==> src/rtl/wormhole_pkg.sv <==
// Shared definitions for the wormhole mesh node arbiters.
// Contents:
//   FLIT_HEAD/BODY/TAIL/SINGLE - flit type encodings carried alongside every flit
//   arb_state_e                - output-arbiter state (idle or locked to one packet)
//   is_pkt_start()             - true for flit types that may open a packet
package wormhole_pkg;

  localparam int unsigned FLIT_TYPE_W = 2;

  localparam logic [FLIT_TYPE_W-1:0] FLIT_HEAD   = 2'b10;
  localparam logic [FLIT_TYPE_W-1:0] FLIT_BODY   = 2'b00;
  localparam logic [FLIT_TYPE_W-1:0] FLIT_TAIL   = 2'b01;
  localparam logic [FLIT_TYPE_W-1:0] FLIT_SINGLE = 2'b11;

  typedef enum logic {
    ARB_IDLE   = 1'b0,
    ARB_LOCKED = 1'b1
  } arb_state_e;

  // HEAD and SINGLE both carry routing info, i.e. the MSB of the type field.
  function automatic logic is_pkt_start(input logic [FLIT_TYPE_W-1:0] flit);
    return (flit == FLIT_HEAD) || (flit == FLIT_SINGLE);
  endfunction

endpackage

==> src/rtl/rr_priority_picker.sv <==
// Combinational round-robin picker.
// Returns the first set bit of `eligible` searching upward from rr_ptr+1,
// wrapping modulo IN_N, so the most recently served index gets lowest priority.
// Ports:
//   eligible - one bit per candidate
//   rr_ptr   - index of the last winner
//   winner   - selected index (0 when nothing is eligible)
//   any_vld  - at least one candidate is eligible
module rr_priority_picker #(
  parameter int unsigned IN_N  = 5,
  parameter int unsigned IDX_W = (IN_N > 1) ? $clog2(IN_N) : 1
) (
  input  logic [IN_N-1:0]  eligible,
  input  logic [IDX_W-1:0] rr_ptr,
  output logic [IDX_W-1:0] winner,
  output logic             any_vld
);

  always_comb begin
    int unsigned idx;
    idx     = 0;
    winner  = '0;
    any_vld = 1'b0;
    // Offset IN_N wraps back to rr_ptr itself, which therefore has lowest priority.
    for (int unsigned k = 1; k <= IN_N; k++) begin
      idx = (32'(rr_ptr) + k) % IN_N;
      if (!any_vld && eligible[idx]) begin
        any_vld = 1'b1;
        winner  = IDX_W'(idx);
      end
    end
  end

endmodule

==> src/rtl/wormhole_output_arbiter.sv <==
// Per-output-port packet arbiter for the 2D-mesh wormhole node.
// Grants the output to one input at packet start (round-robin), then holds the
// grant until that packet's TAIL flit has been transferred downstream.
// Ports:
//   clk_i, rst_i - clock, asynchronous active-high reset
//   req_i        - per-input flit-valid for this output
//   flit_id_i    - per-input flit type, input i at [i*FLIT_ID_W +: FLIT_ID_W]
//   out_rdy_i    - downstream FIFO can accept a flit
//   gnt_o        - one-hot, input i's flit is consumed this cycle
//   sel_o        - crossbar select (input index)
//   out_vld_o    - flit written downstream this cycle
//   locked_o     - a packet currently owns the output
//   err_o        - sticky protocol-error flag
//   stall_o      - owner has not transferred for STALL_MAX cycles
//   pkt_cnt_o    - completed packet count, wraps
module wormhole_output_arbiter
  import wormhole_pkg::*;
#(
  parameter int unsigned IN_N      = 5,
  parameter int unsigned FLIT_ID_W = 2,
  parameter int unsigned STALL_MAX = 16,
  parameter int unsigned CNT_W     = 16
) (
  input  logic                      clk_i,
  input  logic                      rst_i,
  input  logic [IN_N-1:0]           req_i,
  input  logic [IN_N*FLIT_ID_W-1:0] flit_id_i,
  input  logic                      out_rdy_i,
  output logic [IN_N-1:0]           gnt_o,
  output logic [$clog2(IN_N)-1:0]   sel_o,
  output logic                      out_vld_o,
  output logic                      locked_o,
  output logic                      err_o,
  output logic                      stall_o,
  output logic [CNT_W-1:0]          pkt_cnt_o
);

  localparam int unsigned IDX_W   = (IN_N > 1) ? $clog2(IN_N) : 1;
  localparam int unsigned STALL_W = $clog2(STALL_MAX + 1);

  arb_state_e          state_q;
  logic [IDX_W-1:0]    rr_ptr_q;
  logic [IDX_W-1:0]    owner_q;
  logic [STALL_W-1:0]  stall_cnt_q;
  logic                err_q;
  logic [CNT_W-1:0]    pkt_cnt_q;

  logic [FLIT_ID_W-1:0] flit [IN_N];
  logic [IN_N-1:0]      eligible;
  logic [IN_N-1:0]      bad_idle;
  logic [IDX_W-1:0]     winner;
  logic                 any_vld;
  logic [FLIT_ID_W-1:0] owner_flit;
  logic [FLIT_ID_W-1:0] winner_flit;
  logic                 owner_req;

  // Split the flat flit-type bus and classify each requester.
  always_comb begin
    for (int unsigned i = 0; i < IN_N; i++) begin
      flit[i]     = flit_id_i[i*FLIT_ID_W +: FLIT_ID_W];
      eligible[i] = req_i[i] && is_pkt_start(FLIT_TYPE_W'(flit[i]));
      bad_idle[i] = req_i[i] && !is_pkt_start(FLIT_TYPE_W'(flit[i]));
    end
  end

  assign owner_flit  = flit[owner_q];
  assign winner_flit = flit[winner];
  assign owner_req   = req_i[owner_q];

  rr_priority_picker #(
    .IN_N  (IN_N),
    .IDX_W (IDX_W)
  ) u_picker (
    .eligible (eligible),
    .rr_ptr   (rr_ptr_q),
    .winner   (winner),
    .any_vld  (any_vld)
  );

  // Zero-latency grant path. Gated by rst_i so a held reset silences the
  // crossbar even though the requests themselves are still present.
  always_comb begin
    gnt_o     = '0;
    sel_o     = '0;
    out_vld_o = 1'b0;
    if (!rst_i) begin
      unique case (state_q)
        ARB_IDLE: begin
          if (any_vld && out_rdy_i) begin
            gnt_o[winner] = 1'b1;
            sel_o         = winner;
            out_vld_o     = 1'b1;
          end
        end
        ARB_LOCKED: begin
          sel_o = owner_q;
          if (owner_req && out_rdy_i) begin
            gnt_o[owner_q] = 1'b1;
            out_vld_o      = 1'b1;
          end
        end
        default: ;
      endcase
    end
  end

  always_ff @(posedge clk_i or posedge rst_i) begin
    if (rst_i) begin
      state_q     <= ARB_IDLE;
      rr_ptr_q    <= IDX_W'(IN_N - 1);
      owner_q     <= '0;
      stall_cnt_q <= '0;
      err_q       <= 1'b0;
      pkt_cnt_q   <= '0;
    end else begin
      unique case (state_q)
        ARB_IDLE: begin
          stall_cnt_q <= '0;
          // A BODY/TAIL without an open packet means an upstream lost a HEAD.
          if (|bad_idle) begin
            err_q <= 1'b1;
          end
          if (out_vld_o) begin
            if (winner_flit == FLIT_ID_W'(FLIT_HEAD)) begin
              state_q <= ARB_LOCKED;
              owner_q <= winner;
            end else begin
              rr_ptr_q  <= winner;
              pkt_cnt_q <= pkt_cnt_q + CNT_W'(1);
            end
          end
        end
        ARB_LOCKED: begin
          // A new packet start from the owner is flagged but still forwarded;
          // only a TAIL releases the lock.
          if (owner_req && is_pkt_start(FLIT_TYPE_W'(owner_flit))) begin
            err_q <= 1'b1;
          end
          if (out_vld_o) begin
            stall_cnt_q <= '0;
            if (owner_flit == FLIT_ID_W'(FLIT_TAIL)) begin
              state_q   <= ARB_IDLE;
              rr_ptr_q  <= owner_q;
              pkt_cnt_q <= pkt_cnt_q + CNT_W'(1);
            end
          end else if (stall_cnt_q != STALL_W'(STALL_MAX)) begin
            stall_cnt_q <= stall_cnt_q + STALL_W'(1);
          end
        end
        default: state_q <= ARB_IDLE;
      endcase
    end
  end

  assign locked_o  = (state_q == ARB_LOCKED);
  assign err_o     = err_q;
  assign stall_o   = (stall_cnt_q == STALL_W'(STALL_MAX));
  assign pkt_cnt_o = pkt_cnt_q;

endmodule

==> config.mk <==
export PLATFORM = sky130hd
export DESIGN_NAME = wormhole_output_arbiter
export DESIGN_NICKNAME = d
export VERILOG_FILES = /design/src/rtl/wormhole_pkg.sv /design/src/rtl/rr_priority_picker.sv /design/src/rtl/wormhole_output_arbiter.sv
export SDC_FILE = /design/constraint.sdc
export NUM_CORES = 1
export LEC_CHECK = 0
export ABC_AREA = 1
export CORE_AREA = 2 2 65 113
export CTS_CLUSTER_SIZE = 16
export DETAILED_ROUTE_END_ITERATION = 10
export DIE_AREA = 0 0 67 115
export GPL_TIMING_DRIVEN = 0
export PLACE_DENSITY = 0.79
export RECOVER_POWER = 50
export SLEW_MARGIN = 0
export SYNTH_ARGS = -nofsm -noshare
export SYNTH_HDL_FRONTEND = slang
export SYNTH_SLANG_ARGS = --single-unit
==> constraint.sdc <==
create_clock -name clk_i -period 5.89 [get_ports clk_i]
set_input_delay 0.8835 -clock clk_i [delete_from_list [all_inputs] [get_ports clk_i]]
set_output_delay 0.8835 -clock clk_i [all_outputs]
set_load 0.01 [all_outputs]
==> reports/metrics.yaml, run 1 <==
critical_path:
  cp_slowest_cell: "dfstp_2"
  worst-path-max-fanout: 8
  slowest_delay_ns: 0.56
  cp.arrival_ns: 4.61
  startpoint_type: "flop"
  regToRegSetupSlack_ns: 1.24
  critPathKind: "reg2out"
  required_ns: 5.01
  cp-end-kind: "output port"
  cpMostUsedCell: "nand2_1"
die:
  ios: 46
  die-area_sq_mm: 0.007705
  core-area_sq_mm: 0.006807
  die_width_microns: 67
  start_util_pct: 56.07
  row_count: 40
  fp.dieH_microns: 115
drt:
  drt_iter0_drc: 385
  first_pass_iters: 5
  drt-total-wl_microns: 11040
  drtAntennaViolNets: 0
  via_per_inst: 5.630
  drc: 0
  vias: 4200
  wl_per_cell_microns: 14.80
finish:
  diodes: 0
  syn2layout_area_growth_pct: 21.77
  utilization_pct: 68.27
  drive_gt1_share_pct: 14.35
  fill_cells: 626
  fin_nets: 706
cts:
  clk_path_buf_depth: 2
  htree_levels: 2
  clock_latency_ns: 0.29
  clockRootBuffer: "clkbuf_16"
  cts_made_buffers: 5
  clock_sinks: 29
  clk_pin_slew_ns: 0.05
  cts_tree: "yes"
timing:
  tns_ns: 0
  timing.final.crit_share_pct: 93.21
  worst_slew_margin_rel_pct: 24.84
  rsz0062_at_grt: "false"
  finalSetupViolations: 0
  worstMarginPinSlew_ns: 1.126
  hold_viol: 0
  setup_slack_ns: 0.4002
  fin_skew_ns: 0.007006
  fin_crit_ns: 5.490
  drv_slew: 0
  max_freq_ghz: 0.1822
synth:
  synth_area_leader_cell: "nand2_1"
  syn_area_sq_mm: 0.003816
  synthAdderAreaFrac_pct: 8.852
  synth_xor_area_share_pct: 4.590
  synth_edf_count: 0
  synth_compound_area_share_pct: 8.951
  seq_area_frac_synth_pct: 19.05
  synth_nets: 651
  ys_types: 45
  synthTopCellsByArea: "nand2_1, dfrtp_1, nand3_1, ha_1, inv_1"
  yosysMostFrequentCell: "nand2_1"
  synth-seq-cells: 29
  ys.flop_type: "dfrtp_1"
  yosys_warnings: 0
  synth.avg_cell_area_sq_um: 6.297
  synthCells: 606
  synth_commonest_cells: "nand2_1, nand3_1, inv_1"
  async_reset_ff_share_pct: 100.0
  synth_top_family_by_area: "simple AND/OR/NAND/NOR gates"
  synth_top_area_share_pct: 19.08
  synthMuxAreaShare_pct: 0
  synthSimpleGateAreaFrac_pct: 48.23
global_routing:
  grt_max_degree: 31
  track_usage_pct: 30.21
  antenna_found_initial: 0
  grt_pass1_vias: 4087
  grt-ovfl-total: 0
  grt_pass1_wl_microns: 18250
run_status:
  outcome: "completed"
placed_design:
  port_buffers: 45
  gp_congestion: 0.9199
  place_ws_ns: -0.1063
  dp_hpwl_microns: 8307
flow_run:
  drv_cap: 0
pwr:
  p_leak_uw: 0.002542
  finalPower_uw: 3039
  vdd_drop_max_mv: 0.4569
  powerDensity_mw_per_mm2: 653.9
hold_path:
  hold_path_class: "reg2reg"
-- stage by stage --
| step | area, sq um | hold WS [ns] | std cells |
|---|---|---|---|
| 2_1_floorplan | 3816 | 0.4867 | 606 |
| 3_3_place_gp | 4372 | 0.4854 | 735 |
| 3_5_place_dp | 4372 | 0.4891 | 735 |
| 4_1_cts | 4594 | 0.5009 | 744 |
| 5_1_grt | 4647 | 0.5394 | 746 |
| 6_report | 4647 | 0.4954 | 746 |
-- routing by layer --
metal  global-route usage [%]  vias up  part of all wire (%)
li1                         -     2077                     -
met1                    31.38     1932                    37
met2                    56.37      151                    54
met3                    3.816       40                   4.2
met4                    16.33        0                   5.0
met5                        0        -                     0
-- critical path, delay by kind of cell (launching register included) --
| family | cells | cell delay [ns] |
|---|---|---|
| simple gates | 15 | 1.87 |
| buf+inv | 6 | 0.93 |
| flops | 1 | 0.56 |
| compound gates | 1 | 0.26 |
| fa+ha+maj | 2 | 0.50 |
| xor+xnor | 1 | 0.17 |
-- report_power, final --
part | internal, uW | switching [uW]
registers | 244 | 49.5
logic | 805 | 1630
clock network | 211 | 95.1
-- cells in the final DEF (no fill, tap or decap), drive strengths merged, types with 13 or more instances in the layout --
cell type,netlist,final
clkdlybuf4s50,0,18
dfrtp,28,28
dlygate4sd3,0,19
ha,27,27
inv,83,84
nand2,220,220
nand3,92,92
nand4,14,14
nor2,28,28
o21ai,30,30
xor2,13,13
-- logic make-up (layout without fill, tap and decap cells) --
family,count (synthesis),in the layout
flip-flops,29,29
buffers and inverters,97,153
adder cells (fa/ha/maj),27,27
AO/OA/AOI/OAI,54,54
AND/OR/NAND/NOR,379,379
XOR/XNOR,20,20
-- path summary, 6_finish.rpt --
path | from | endpoint | cells after the start
worst min-delay path | err_o | err_o | 2
worst min register to register | err_o | err_o | 2
worst max-delay path | rr_ptr_q[2] | out_vld_o | 25
worst max register to register | rr_ptr_q[2] | pkt_cnt_o[0] | 31
max in group asynchronous | rst_i | rr_ptr_q[0] | 2
min in group asynchronous | rst_i | err_o | 2
-- repair_timing --
item	4_1_cts	5_1_grt
gates resized for setup	7	16
setup endpoints to repair	8	8
pin swaps	1	2
endpoints found under the hold margin	0	0
setup buffers	1	2
hold buffers	0	0
-- final cells by class --
cell class,instances,area [sq um],area share [%]
flip-flops and latches,29,729.5,15.70
well taps,84,105.1,2.262
plain buffers,12,72.57,1.562
inverters,85,324.1,6.974
clock buffers,7,142.6,3.069
repair buffers,48,493.0,10.61
clock inverters,1,30.03,0.6462
multi-input cells,480,2750,59.18
-- state kept, by name, indices dropped and copies added (netlist names) --
signal	flops
pkt_cnt_o	16
err_o	1
rr_ptr_q	3
stall_cnt_q	5
locked_o	1
owner_q	3
Power figures use the tool's default switching activity.
==> run 2: changes to the inputs <==
CELL_PAD_IN_SITES_DETAIL_PLACEMENT = 1   (was default)
CELL_PAD_IN_SITES_GLOBAL_PLACEMENT = 1   (was default)
CORE_AREA = 2 2 77 135   (was 2 2 65 113)
CTS_CLUSTER_SIZE = 28   (was 16)
DIE_AREA = 0 0 79 137   (was 0 0 67 115)
==> reports/metrics.yaml, run 2 (synthesized netlist as in run 1, its figures left out) <==
timing:
  tns_ns: 0  # unchanged
  rsz0062_at_grt: "false"
  timing.final.crit_share_pct: 93.12  # about the same
  finalSetupViolations: 0  # unchanged
  hold_viol: 0  # unchanged
  max_freq_ghz: 0.1823  # about the same
  fin_crit_ns: 5.485  # -0.004868 ns
  worstMarginPinSlew_ns: 1.306  # +0.1801 ns
  worst_slew_margin_rel_pct: 12.92  # -12 points
  fin_skew_ns: 0.005926  # -0.001080 ns
  drv_slew: 0  # unchanged
  setup_slack_ns: 0.4051  # +0.004868 ns
cts:
  clk_pin_slew_ns: 0.05  # about the same
  cts_tree: "yes"
  clk_path_buf_depth: 2  # unchanged
  clock_latency_ns: 0.28  # about the same
  htree_levels: 2  # unchanged
  cts_made_buffers: 5  # unchanged
  cts_hold_buffers: 0  # unchanged
  clockRootBuffer: "clkbuf_16"
  clock_sinks: 29  # unchanged
global_routing:
  track_usage_pct: 23.96  # -6.3 points
  grt_max_degree: 31  # unchanged
  grt_pass1_wl_microns: 20770  # +14%
  grt_pass1_vias: 4408  # +7.9%
  grt-ovfl-total: 0  # unchanged
  antenna_found_initial: 0  # unchanged
critical_path:
  worst-path-max-fanout: 8  # unchanged
  required_ns: 5.01  # about the same
  startpoint_type: "flop"
  slowest_delay_ns: 0.56  # about the same
  cp_top_family: "simple AND/OR/NAND/NOR gates"
  cp.arrival_ns: 4.60  # about the same
  regToRegSetupSlack_ns: 1.29  # +0.05 ns
  cp-end-kind: "output port"
  critPathKind: "reg2out"
  worst-path-buf-inv: 7  # +1
  cp_slowest_cell: "dfstp_2"
  path_cells: "buf_6 -> inv_4 -> ha_1 -> nand2_1 -> nand3_1 -> xor2_1 -> inv_1 -> ha_1 -> inv_1 -> or2_2 -> nand3_1 -> nand2_2 -> o21ai_1 -> nand3_1 -> nand3_1 -> nand2_2 -> nor2_8 -> buf_4 -> nand2_2 -> o31ai_2 -> nand2_1 -> nand2_2 -> inv_1 -> clkdlybuf4s50_1"
finish:
  drive_gt1_share_pct: 14.99  # +0.64 points
  fill_cells: 1329  # +110%
  multi_input_area_sq_mm: 0.002750  # unchanged
  diodes: 0  # unchanged
  largest_reg_flops: 16  # unchanged
  layout_common_cells: "nand2_1, nand3_1, inv_1"
  fin_nets: 711  # +0.71%
  utilization_pct: 48.43  # -20 points
  syn2layout_area_growth_pct: 23.48
  final_common_cell: "nand2_1"
  seq_area_sq_um: 729.5  # unchanged
die:
  row_count: 48  # +20%
  ios: 46  # unchanged
  die-area_sq_mm: 0.01082  # +40%
  die_width_microns: 79  # +18%
  start_util_pct: 39.22  # -17 points
  fp.dieH_microns: 137  # +19%
  core-area_sq_mm: 0.009729  # +43%
pwr:
  comb_power_share_pct: 81.8  # +1.5 points
  vdd_drop_max_mv: 0.3191  # -30%
  p_switching_uw: 1796  # +0.96%
  p_clk_share_pct: 8.6  # -1.5 points
  powerDensity_mw_per_mm2: 647.4  # -1.0%
  internal_power_uw: 1255  # -0.42%
  p_seq_share_pct: 9.6  # about the same
  p_leak_uw: 0.002539  # about the same
  swShare_pct: 58.87  # +0.33 points
flow_run:
  drv_cap: 0  # unchanged
drt:
  drc: 0  # unchanged
  via_per_inst: 5.302  # -5.8%
  drtAntennaViolNets: 0  # unchanged
  wl_per_cell_microns: 15.86  # +7.2%
  first_pass_iters: 4  # -1
  drt_iter0_drc: 140  # -64%
  drt-total-wl_microns: 12560  # +14%
  vias: 4199  # -0.024%
placed_design:
  dp_hpwl_microns: 10070  # +21%
  gp_congestion: 0.9068  # -1.4%
  place_ws_ns: -0.3065  # -0.2001 ns
  port_buffers: 45  # unchanged
run_status:
  outcome: "completed"
hold_path:
  hold_path_class: "reg2reg"
run 2: metrics by stage:
step / power, uW / hold slack [ns] / cells / area [sq um]
2_1_floorplan: 2037 / 0.4867 / 606 / 3816
3_3_place_gp: 2511 / 0.4800 / 776 / 4423
3_5_place_dp: 2597 / 0.4844 / 776 / 4423
4_1_cts: 2982 / 0.4962 / 786 / 4633
5_1_grt: 3358 / 0.5160 / 792 / 4712
6_report: 3051 / 0.4842 / 792 / 4712
run 2: path summary, 6_finish.rpt:
path | start | depth (start not counted) | endpoint
min reg2reg | err_o | 2 | err_o
min in group asynchronous | rst_i | 2 | err_o
max in group asynchronous | rst_i | 3 | rr_ptr_q[0]
max reg2reg | rr_ptr_q[2] | 28 | pkt_cnt_o[6]
max | rr_ptr_q[2] | 24 | out_vld_o
min | err_o | 2 | err_o
run 2: area by class of cell:
cell class                 count  share of cell area (%)
inverter                      85                   6.930
buffer                        12                   1.620
clock buffer                   8                   3.107
sequential                    29                   15.48
timing repair buffer          53                   11.18
tap                          125                   3.319
multi-input combinational    480                   58.36
run 2: tightest hold or removal path, stage by stage, from the launching register on:
cell and delay, ns:
dfrtp_1 0.34, a21oi_1 0.04, o21ai_0 0.07
run 2: power groups by stage:
| stage | logic (uW) | registers (uW) | clock network (uW) |
|---|---|---|---|
| 2_1_floorplan | 1750 | 288 | 0 |
| 3_3_place_gp | 2220 | 293 | 0 |
| 3_5_place_dp | 2300 | 296 | 0 |
| 4_1_cts | 2420 | 293 | 265 |
| 5_1_grt | 2790 | 300 | 269 |
| 6_report | 2500 | 293 | 261 |
run 2: repair_timing:
item	4_1_cts	5_1_grt
gates resized for setup	12	14
setup endpoints to repair	9	9
pin swaps	1	3
setup buffers	2	5
run 2: routing by layer:
metal	vias up	GRT usage, %	share of wire, %
li1	2084	-	-
met1	2022	24.01	37
met2	60	49.11	58
met3	33	1.913	2.1
met4	0	9.291	3.2
met5	-	0	0
==> RTL edit: new RTL, flow settings as in run 1 <==
Reset style: synchronous (`rst_i`), changed in one clocked block. Comments in the files are not updated.
--- a/src/rtl/wormhole_output_arbiter.sv
+++ b/src/rtl/wormhole_output_arbiter.sv
@@ -104,7 +104,7 @@
     end
   end
 
-  always_ff @(posedge clk_i or posedge rst_i) begin
+  always_ff @(posedge clk_i) begin
     if (rst_i) begin
       state_q     <= ARB_IDLE;
       rr_ptr_q    <= IDX_W'(IN_N - 1);
Formal check against the unedited RTL: differs if rst_i is asserted again (counterexample within 4 cycles, from zero or initial values and one cycle with rst_i high); with rst_i held inactive, the same outputs for 4 cycles.
==> RTL edit against run 1 <==
- area after synthesis shrank 6.5%
- worst setup slack lost 0.14 ns
- design area shrank 5.2%
- count of clock-buffer cells in the layout is the same
- sequential cell count is the same
- largest power group unchanged
- wire length shrank 11%
- total power shrank 27%
- combinational power shrank 30%
==> RTL edit: results (changes against run 1) <==
| Metric | Value |
|---|---|
| Outcome | complete, no violations |
| Grt met2 use | 51.88% (-4.5 points) |
| Fillers | 667 (+6.5%) |
| Largest net degree at the start of global routing | 12 (-61%) |
| Seq/Total Area, Yosys | 16.27% (-2.8 points) |
| Worst path max stage delay | 0.54 ns (-0.02 ns) |
| Multi-input gate area | 0.002675 mm² (-2.7%) |
| Minimum hold slack | 0.5024 ns (+0.007063 ns) |
| Leak | 2.103 nW (-17%) |
| Syn Nets | 610 (-6.3%) |
| Multi-input gate share of total cell area | 60.72% (+1.5 points) |
| Post-cts sizing count | 9 (+2) |
| Sequential cell power | 0.231 mW (-21%) |
| Inverter count | 77 (-9.4%) |
| Total number of vias | 3819 (-9.1%) |
| ClkCell Share | 3.579% (-0.14 points) |
| Total design power | 2.228 mW (-27%) |
| Met3 usage | 2.642% (-1.2 points) |
| Met3 WL | 301 µm (-35%) |
| Total track usage | 26.50% (-3.7 points) |
| Routability Congestion | 0.9697 (+5.4%) |
| Final nets | 668 (-5.4%) |
| Wirelength per Cell | 13.99 µm (-5.5%) |
| GR Util met1 | 25.42% (-6.0 points) |
| Slew at the pin closest to its max-slew limit | 0.6532 ns (-0.4729 ns) |
| Post-CTS Setup Inserts | 0 (-1) |
| Non-CTS buffers | 64 (+6.7%) |
| CP arrival | 4.75 ns (+0.14 ns) |
| FF-to-FF Start | rr_ptr_q[1]$_SDFFE_PP0P_ |
==> RTL edit: cell count changes after synthesis, moves of 8 or more <==
| cell | delta |
|---|---|
| dfxtp_1 | +29 |
| inv_1 | -8 |
| a21oi_1 | +9 |
| nor2_1 | +15 |
| a21oi_2 | +11 |
| dfrtp_1 | -28 |
| nand2_1 | -67 |
==> RTL edit: cell families after synthesis <==
| family | count (synthesis) | share of synthesized area [%] |
|---|---|---|
| AND/OR/NAND/NOR | 317 | 43.99 |
| buffers and inverters | 90 | 10.28 |
| AO/OA/AOI/OAI | 72 | 12.91 |
| adder cells (fa/ha/maj) | 32 | 11.43 |
| flip-flops | 29 | 16.28 |
| XOR/XNOR | 20 | 5.121 |
==> RTL edit: how the worst max path moves through the flow <==
stage / to / slack [ns] / cells past startpoint
floorplan: sel_o[1] / 1.04 / 27
global placement: sel_o[1] / -0.09 / 28
detailed placement: sel_o[1] / -0.15 / 26
CTS: gnt_o[1] / 0.04 / 24
global route: sel_o[2] / -0.005 / 30
finish: sel_o[2] / 0.26 / 25
